$ cat src/rtl/sync_fifo_ctrl.sv
// sync_fifo_ctrl: single-clock byte FIFO with internal storage, wrapping read/write pointers,
// an occupancy counter and full/empty flags.
//
// Ports:
//   clk       in   clock; all state updates on the rising edge
//   rst       in   synchronous active-high reset; overrides wr/rd
//   wr        in   write request
//   rd        in   read request
//   din       in   write data, captured when a write is accepted
//   dout      out  registered read data, valid the cycle after an accepted read
//   empty     out  cnt == 0
//   full      out  cnt == DEPTH
//   overflow  out  sticky: write attempted while full   (SYNC_FIFO_ERR_FLAGS_EN only)
//   underflow out  sticky: read attempted while empty   (SYNC_FIFO_ERR_FLAGS_EN only)
//
// Optional build macro: SYNC_FIFO_ERR_FLAGS_EN adds the sticky overflow/underflow outputs.
// The data path is identical in both builds.
//
// Simultaneous wr and rd is treated as a no-op: nothing moves.

module sync_fifo_ctrl #(
    parameter int unsigned DATA_W = 8,
    parameter int unsigned DEPTH  = 15,
    parameter int unsigned PTR_W  = 4,
    parameter int unsigned CNT_W  = 5
) (
    input  logic              clk,
    input  logic              rst,
    input  logic              wr,
    input  logic              rd,
    input  logic [DATA_W-1:0] din,
    output logic [DATA_W-1:0] dout,
    output logic              empty,
`ifdef SYNC_FIFO_ERR_FLAGS_EN
    output logic              full,
    output logic              overflow,
    output logic              underflow
`else
    output logic              full
`endif
);

    logic [DATA_W-1:0] mem [DEPTH];
    logic [PTR_W-1:0]  wptr;
    logic [PTR_W-1:0]  rptr;
    logic [CNT_W-1:0]  cnt;

    logic              wr_accept;
    logic              rd_accept;
    logic [PTR_W-1:0]  wptr_nxt;
    logic [PTR_W-1:0]  rptr_nxt;

    assign full  = (cnt == CNT_W'(DEPTH));
    assign empty = (cnt == '0);

    always_comb begin
        wr_accept = wr & ~rd & ~full  & ~rst;
        rd_accept = rd & ~wr & ~empty & ~rst;
        // Pointers wrap at DEPTH, not at 2**PTR_W, since DEPTH need not be a power of two.
        wptr_nxt  = (wptr == PTR_W'(DEPTH - 1)) ? '0 : wptr + PTR_W'(1);
        rptr_nxt  = (rptr == PTR_W'(DEPTH - 1)) ? '0 : rptr + PTR_W'(1);
    end

    // Storage is not reset; the pointers and count alone define valid contents.
    always_ff @(posedge clk) begin
        if (wr_accept) begin
            mem[wptr] <= din;
        end
    end

    always_ff @(posedge clk) begin
        if (rst) begin
            wptr <= '0;
            rptr <= '0;
            cnt  <= '0;
            dout <= '0;
        end else begin
            if (wr_accept) begin
                wptr <= wptr_nxt;
                cnt  <= cnt + CNT_W'(1);
            end else if (rd_accept) begin
                rptr <= rptr_nxt;
                cnt  <= cnt - CNT_W'(1);
                dout <= mem[rptr];
            end
        end
    end

`ifdef SYNC_FIFO_ERR_FLAGS_EN
    always_ff @(posedge clk) begin
        if (rst) begin
            overflow  <= 1'b0;
            underflow <= 1'b0;
        end else begin
            if (wr && !rd && full) begin
                overflow <= 1'b1;
            end
            if (rd && !wr && empty) begin
                underflow <= 1'b1;
            end
        end
    end
`endif

endmodule

$ cat config.mk
export PLATFORM = sky130hd
export DESIGN_NAME = sync_fifo_ctrl
export DESIGN_NICKNAME = d
export VERILOG_FILES = /design/src/rtl/sync_fifo_ctrl.sv
export SDC_FILE = /design/constraint.sdc
export NUM_CORES = 1
export LEC_CHECK = 0
export CAP_MARGIN = 40
export CELL_PAD_IN_SITES_DETAIL_PLACEMENT = 1
export CELL_PAD_IN_SITES_GLOBAL_PLACEMENT = 2
export CORE_ASPECT_RATIO = 0.5
export CORE_MARGIN = 2
export CORE_UTILIZATION = 35
export CTS_CLUSTER_SIZE = 20
export DETAILED_ROUTE_END_ITERATION = 7
export GPL_ROUTABILITY_DRIVEN = 0
export PLACE_DENSITY = 0.6
export SLEW_MARGIN = 15
export SYNTH_ARGS = -nofsm -noshare
export SYNTH_HDL_FRONTEND = slang
export SYNTH_SLANG_ARGS = --single-unit
$ cat constraint.sdc
create_clock -name clk -period 2.6 [get_ports clk]
set_input_delay 0.26 -clock clk [delete_from_list [all_inputs] [get_ports clk]]
set_output_delay 0.26 -clock clk [all_outputs]
set_load 0.01 [all_outputs]
==> results of run 1 <==
-- path summary, 6_finish.rpt --
check                from   endpoint  slack (ns)  cells past startpoint
setup / recovery   cnt[0]      empty        0.28                      3
setup reg to reg   cnt[0]  mem[4][4]        0.33                      6
hold / removal    dout[4]    dout[4]        0.49                      2
hold reg to reg   dout[4]    dout[4]        0.49                      2
-- timing repair --
item                                   CTS  global route
endpoints found under the hold margin    0             0
setup endpoints to repair                0             1
buffers inserted                         0             2
-- cell type report --
class,instances,share of cell area (%)
Sequential cell,141,57.72
Multi-Input combinational cell,193,23.29
Timing Repair Buffer,53,6.460
Clock buffer,17,6.101
Tap cell,227,4.073
Clock inverter,15,2.189
Inverter,3,0.1615
-- sequential cells by signal, indices dropped and copies added (netlist names) --
signal and flops:
dout 8, wptr 4, rptr 4, mem 120, cnt 5
-- worst min-delay path, stage by stage (launching register included) --
cell and delay (ns):
dfxtp_1 0.31, nand3_1 0.06, o211ai_1 0.07
-- metrics by stage --
step	area [µm²]	power, mW
5_1_grt	6973	5.680
4_1_cts	6958	5.523
6_report	6973	5.473
2_1_floorplan	5782	2.927
3_5_place_dp	6380	3.135
3_3_place_gp	6380	3.119
-- cell usage in the layout, fill, tap and decap left out, types with 7 or more instances in the layout --
| cell | Yosys | routed |
|---|---|---|
| nand2_1 | 17 | 17 |
| nor2b_1 | 7 | 7 |
| a211o_1 | 8 | 8 |
| clkdlybuf4s50_1 | 0 | 21 |
| a31oi_1 | 7 | 7 |
| dfxtp_1 | 21 | 20 |
| edfxtp_1 | 120 | 120 |
| o211ai_1 | 9 | 9 |
| nand3_1 | 8 | 8 |
| nand2b_1 | 13 | 13 |
| buf_4 | 3 | 32 |
| mux2i_1 | 24 | 24 |
| mux2_2 | 8 | 8 |
| clkbuf_16 | 0 | 17 |
| a21oi_1 | 10 | 10 |
| mux4_2 | 16 | 16 |
| nor2_1 | 11 | 11 |
-- metal layers --
metal / wire length (µm) / vias up
met5: 0 / -
met4: 112 / 0
met3: 601 / 8
met2: 6516 / 48
met1: 6647 / 1709
li1: - / 1516
-- power breakdown --
group	switching, mW	leakage (nW)	internal, mW	total [mW]
Combinational	0.260	0.708	0.244	0.505
Sequential	0.0748	1.25	2.50	2.58
Clock	1.04	0.284	1.35	2.39
Total	1.37	2.24	4.10	5.47
-- cell families (layout without fill, tap and decap cells) --
family / Yosys count / in the layout / share of synthesized area (%)
AO/OA/AOI/OAI: 59 / 59 / 7.206
XOR/XNOR: 2 / 2 / 0.3030
adder cells (fa/ha/maj): 4 / 4 / 0.9955
buffers and inverters: 24 / 88 / 2.424
flip-flops: 141 / 141 / 69.60
multiplexers: 48 / 48 / 11.95
AND/OR/NAND/NOR: 80 / 80 / 7.531
-- cells in the mapped netlist (6+ instances only) --
| cell | count |
|---|---|
| mux4_2 | 16 |
| nor3_1 | 6 |
| nand2b_1 | 13 |
| mux2i_1 | 24 |
| nand2_1 | 17 |
| mux2_2 | 8 |
| buf_2 | 7 |
| a31oi_1 | 7 |
| nand3_1 | 8 |
| o22ai_1 | 6 |
| a211o_1 | 8 |
| nor2b_1 | 7 |
| a21oi_1 | 10 |
| dfxtp_1 | 21 |
| edfxtp_1 | 120 |
| nor2_1 | 11 |
| o211ai_1 | 9 |
==> results.cfg, run 1 <==
[logic_synthesis]
synth_fp_nets = 374
synth-edff-count = 120
ys_seq_area_share_pct = 69.60
synth_ff_type = edfxtp_1
synthesis.area_mm2 = 0.005782
syn_avg_cell_area_um2 = 16.15
synth.top_cell.area_share_pct = 62.32
synth_area_leaders = edfxtp_1 (62%), dfxtp_1 (7.3%), mux4_2 (6.2%)
yosysWarnings = 0
synth_top_area_cell = edfxtp_1
ys_seq_elements = 141
synthArstFlopShare_pct = 0
synthCells = 358
synth_cell_types = 47

[timing]
fin_crit_sh_pct = 89.08
slew_viol_final = 0
finalHoldViolations = 0
period_needed_ns = 2.316
slew_headroom_pct = 49.24
fin_skew_ns = 0.01067
final-setup-viol-count = 0
tightest_slew_ns = 0.7613
worst_slack_ns = 0.2839
setup_tns_ns = 0
rsz0062_at_grt = false
hold_slack_ns = 0.4947
max_freq_mhz = 431.8

[finish]
multi_input_area_mm2 = 0.001624
final_util_pct = 42.86
n_antenna_cell = 0
regArea_mm2 = 0.004025
layoutNonFillerInstCount = 649
drive_gt1_share_pct = 23.93
area.growth.synth_to_final_pct = 20.60
fill_cells = 1647
fin_nets = 425

[detailed_routing]
dr.pass1.iters = 4
drt_iter0_drc = 148
route.detailed.drc = 0
vias_per_cell = 5.055
vias = 3281
final_antenna_net_count = 0
drt-wirelength-per-cell_um = 21.38
drt-total-wl_um = 13880

[floorplanning]
initial_core_util_pct = 35.54
ios = 22
rows = 33
die-height_um = 94.89
dieArea_mm2 = 0.01763
core-area_mm2 = 0.01627
die_x_um = 185.8

[place]
pre_cts_slack_ns = -0.05855
portBuffers = 21
dp.cells = 615
hpwl_um = 9286

[setup_path]
worst-path-buf-inv = 1
worstSetupEndpointType = primary output
cpPeakStageDelay_ns = 0.57
start_kind = flop
required_ns = 2.34
crit_fanout = 7
crit_family = simple AND/OR/NAND/NOR gates
path_class = flop to primary output
crit_arrival_ns = 2.06
crit_slowest_cell = or4_4
crit_chain = or4_4 -> nor2_1 -> clkdlybuf4s50_1

[global_routing]
grt_use_met2_pct = 27.88
antenna_found_initial = 0
grt_pass1_vias = 3511
grt-ovfl-total = 0
grtUsageMet3_pct = 4.049
grt-busiest-layer = met2
grt_pass1_wl_um = 21260
grt_usage_pct = 17.18
met1_usage_pct = 23.37
grt_max_degree = 23

[power]
peakVddDrop_mv = 0.5430
p_leak_nw = 2.243
powerDensity_mw_per_mm2 = 784.9

[clock_tree]
clockBufferDepth = 2
cts.clk_slew.worst_paths_ns = 0.07
cts_tree = built
cts-buffers-inserted = 17
clock_latency_ns = 0.43
clock_sinks = 141
cts.repair.resized = 0
cts-htree-levels = 4
hold_buffers = 0
clockRootBuffer = clkbuf_16

[run_status]
status = completed

[worst_hold_path]
holdCritPathClass = flop to flop

[flow_run]
maxCapViolations = 0
Power figures use the tool's default switching activity.
==> inputs of run 2 (changes only) <==
--- a/config.mk
+++ b/config.mk
@@ -10,12 +10,12 @@
 export CELL_PAD_IN_SITES_GLOBAL_PLACEMENT = 2
 export CORE_ASPECT_RATIO = 0.5
 export CORE_MARGIN = 2
-export CORE_UTILIZATION = 35
+export CORE_UTILIZATION = 45
 export CTS_CLUSTER_SIZE = 20
 export DETAILED_ROUTE_END_ITERATION = 7
 export GPL_ROUTABILITY_DRIVEN = 0
-export PLACE_DENSITY = 0.6
-export SLEW_MARGIN = 15
+export PLACE_DENSITY = 0.74
+export SLEW_MARGIN = 20
 export SYNTH_ARGS = -nofsm -noshare
 export SYNTH_HDL_FRONTEND = slang
 export SYNTH_SLANG_ARGS = --single-unit
==> results.cfg, run 2 (synthesis gave the netlist of run 1 again) <==
[run_status]
status = completed

[setup_path]
crit_slowest_cell = or4_4
worstSetupEndpointType = primary output
crit_fanout = 6
crit_family = buffers and inverters
required_ns = 2.34
crit_chain = buf_4 -> or4_4 -> nor2_1 -> clkdlybuf4s50_1
crit_arrival_ns = 2.07
path_class = flop to primary output
start_kind = flop
worst-path-buf-inv = 2
cpPeakStageDelay_ns = 0.55

[floorplanning]
core-area_mm2 = 0.01259
die_x_um = 164.3
ios = 22
initial_core_util_pct = 45.92
die-height_um = 84.15
dieArea_mm2 = 0.01383
rows = 29

[finish]
fill_cells = 1167
largestRegisters = mem (120), dout (8), cnt (5)
largest_reg_flops = 120
final_util_pct = 54.93
final_cell_area_mm2 = 0.006917
top_register = mem
drive_gt1_share_pct = 23.57
fin_nets = 423
area.growth.synth_to_final_pct = 19.63
n_antenna_cell = 0
layout_commonest_cell = edfxtp_1
final_cell_mix = edfxtp_1 (120), buf_4 (29), mux2i_1 (24)

[clock_tree]
postCtsSetupRepairBufs = 0
clockRootBuffer = clkbuf_16
clockBufferDepth = 2
cts-htree-levels = 4
cts-buffers-inserted = 17
clock_latency_ns = 0.42
cts_tree = built
clock_sinks = 141
cts.clk_slew.worst_paths_ns = 0.06
hold_buffers = 0
cts.repair.resized = 0

[detailed_routing]
route.detailed.drc = 0
drt-total-wl_um = 13000
final_antenna_net_count = 0
vias = 3325
drt_iter0_drc = 227
dr.pass1.iters = 4
drt-wirelength-per-cell_um = 22.04
vias_per_cell = 5.636

[timing]
period_needed_ns = 2.330
tightest_slew_ns = 0.7559
fin_crit_sh_pct = 89.61
slew_viol_final = 0
slew_headroom_pct = 49.60
final-setup-viol-count = 0
fin_skew_ns = 0.01187
setup_tns_ns = 0
finalHoldViolations = 0
worst_slack_ns = 0.2702
max_freq_mhz = 429.2
rsz0062_at_grt = false
hold_slack_ns = 0.5092

[place]
portBuffers = 21
hpwl_um = 8593
pre_cts_slack_ns = 0.008665
placed_area_mm2 = 0.006300

[power]
powerDensity_mw_per_mm2 = 800.3
p_leak_nw = 2.233
peakVddDrop_mv = 0.4197

[flow_run]
maxCapViolations = 0

[worst_hold_path]
holdCritPathClass = flop to flop

[global_routing]
grt_pass1_vias = 3477
grt_usage_pct = 20.55
antenna_found_initial = 0
grt_max_degree = 55
grt_pass1_wl_um = 20320
grt-ovfl-total = 0
run 2: final timing paths:
kind	to	startpoint	depth (start not counted)	slack, ns
max reg2reg	cnt[4]	cnt[1]	7	0.32
min	dout[5]	dout[5]	2	0.51
max	empty	cnt[0]	4	0.27
min reg2reg	dout[5]	dout[5]	2	0.51
run 2: cell type report:
class                      count  area, µm²  area share (%)
clock buffer                  17      425.4           6.151
clock inverter                15      176.4           2.551
inverter                       3      11.26          0.1628
multi-input combinational    193       1618           23.39
sequential                   141       4025           58.19
tap                          170      212.7           3.075
timing repair buffer          51      447.9           6.476
run 2: through the flow:
stage               instances  power [mW]
floorplan                 358       2.927
global placement          556       3.116
detailed placement        556       3.135
CTS                       588       5.590
global route              590       5.731
finish                    590       5.536
run 2: power by group:
| group | internal, mW | switching, mW |
|---|---|---|
| Clock | 1.45 | 1.00 |
| Sequential | 2.50 | 0.0661 |
| Combinational | 0.250 | 0.266 |
run 2: worst register-to-register path: stages (launching register included):
cell,delay [ns]
dfxtp_1,0.44
nand4_1,0.19
o211ai_1,0.46
ha_1,0.36
a21o_1,0.19
a21oi_1,0.16
mux2i_1,0.23
mux2i_1,0.19
run 2: routing by layer:
metal / GRT usage (%) / share of wire (%) / up-vias
met1: 28.90 / 47 / 1718
met3: 5.336 / 4.7 / 9
met5: 0 / 0 / -
met2: 31.76 / 48 / 81
met4: 6.300 / 0.83 / 0
li1: - / - / 1517
==> inputs of run 3 (changes only) <==
--- a/config.mk
+++ b/config.mk
@@ -19,3 +19,4 @@
 export SYNTH_ARGS = -nofsm -noshare
 export SYNTH_HDL_FRONTEND = slang
 export SYNTH_SLANG_ARGS = --single-unit
+export TNS_END_PERCENT = 100
==> results of run 3 <==
Same layout as run 2: the final DEF is identical, and so are final timing and power.
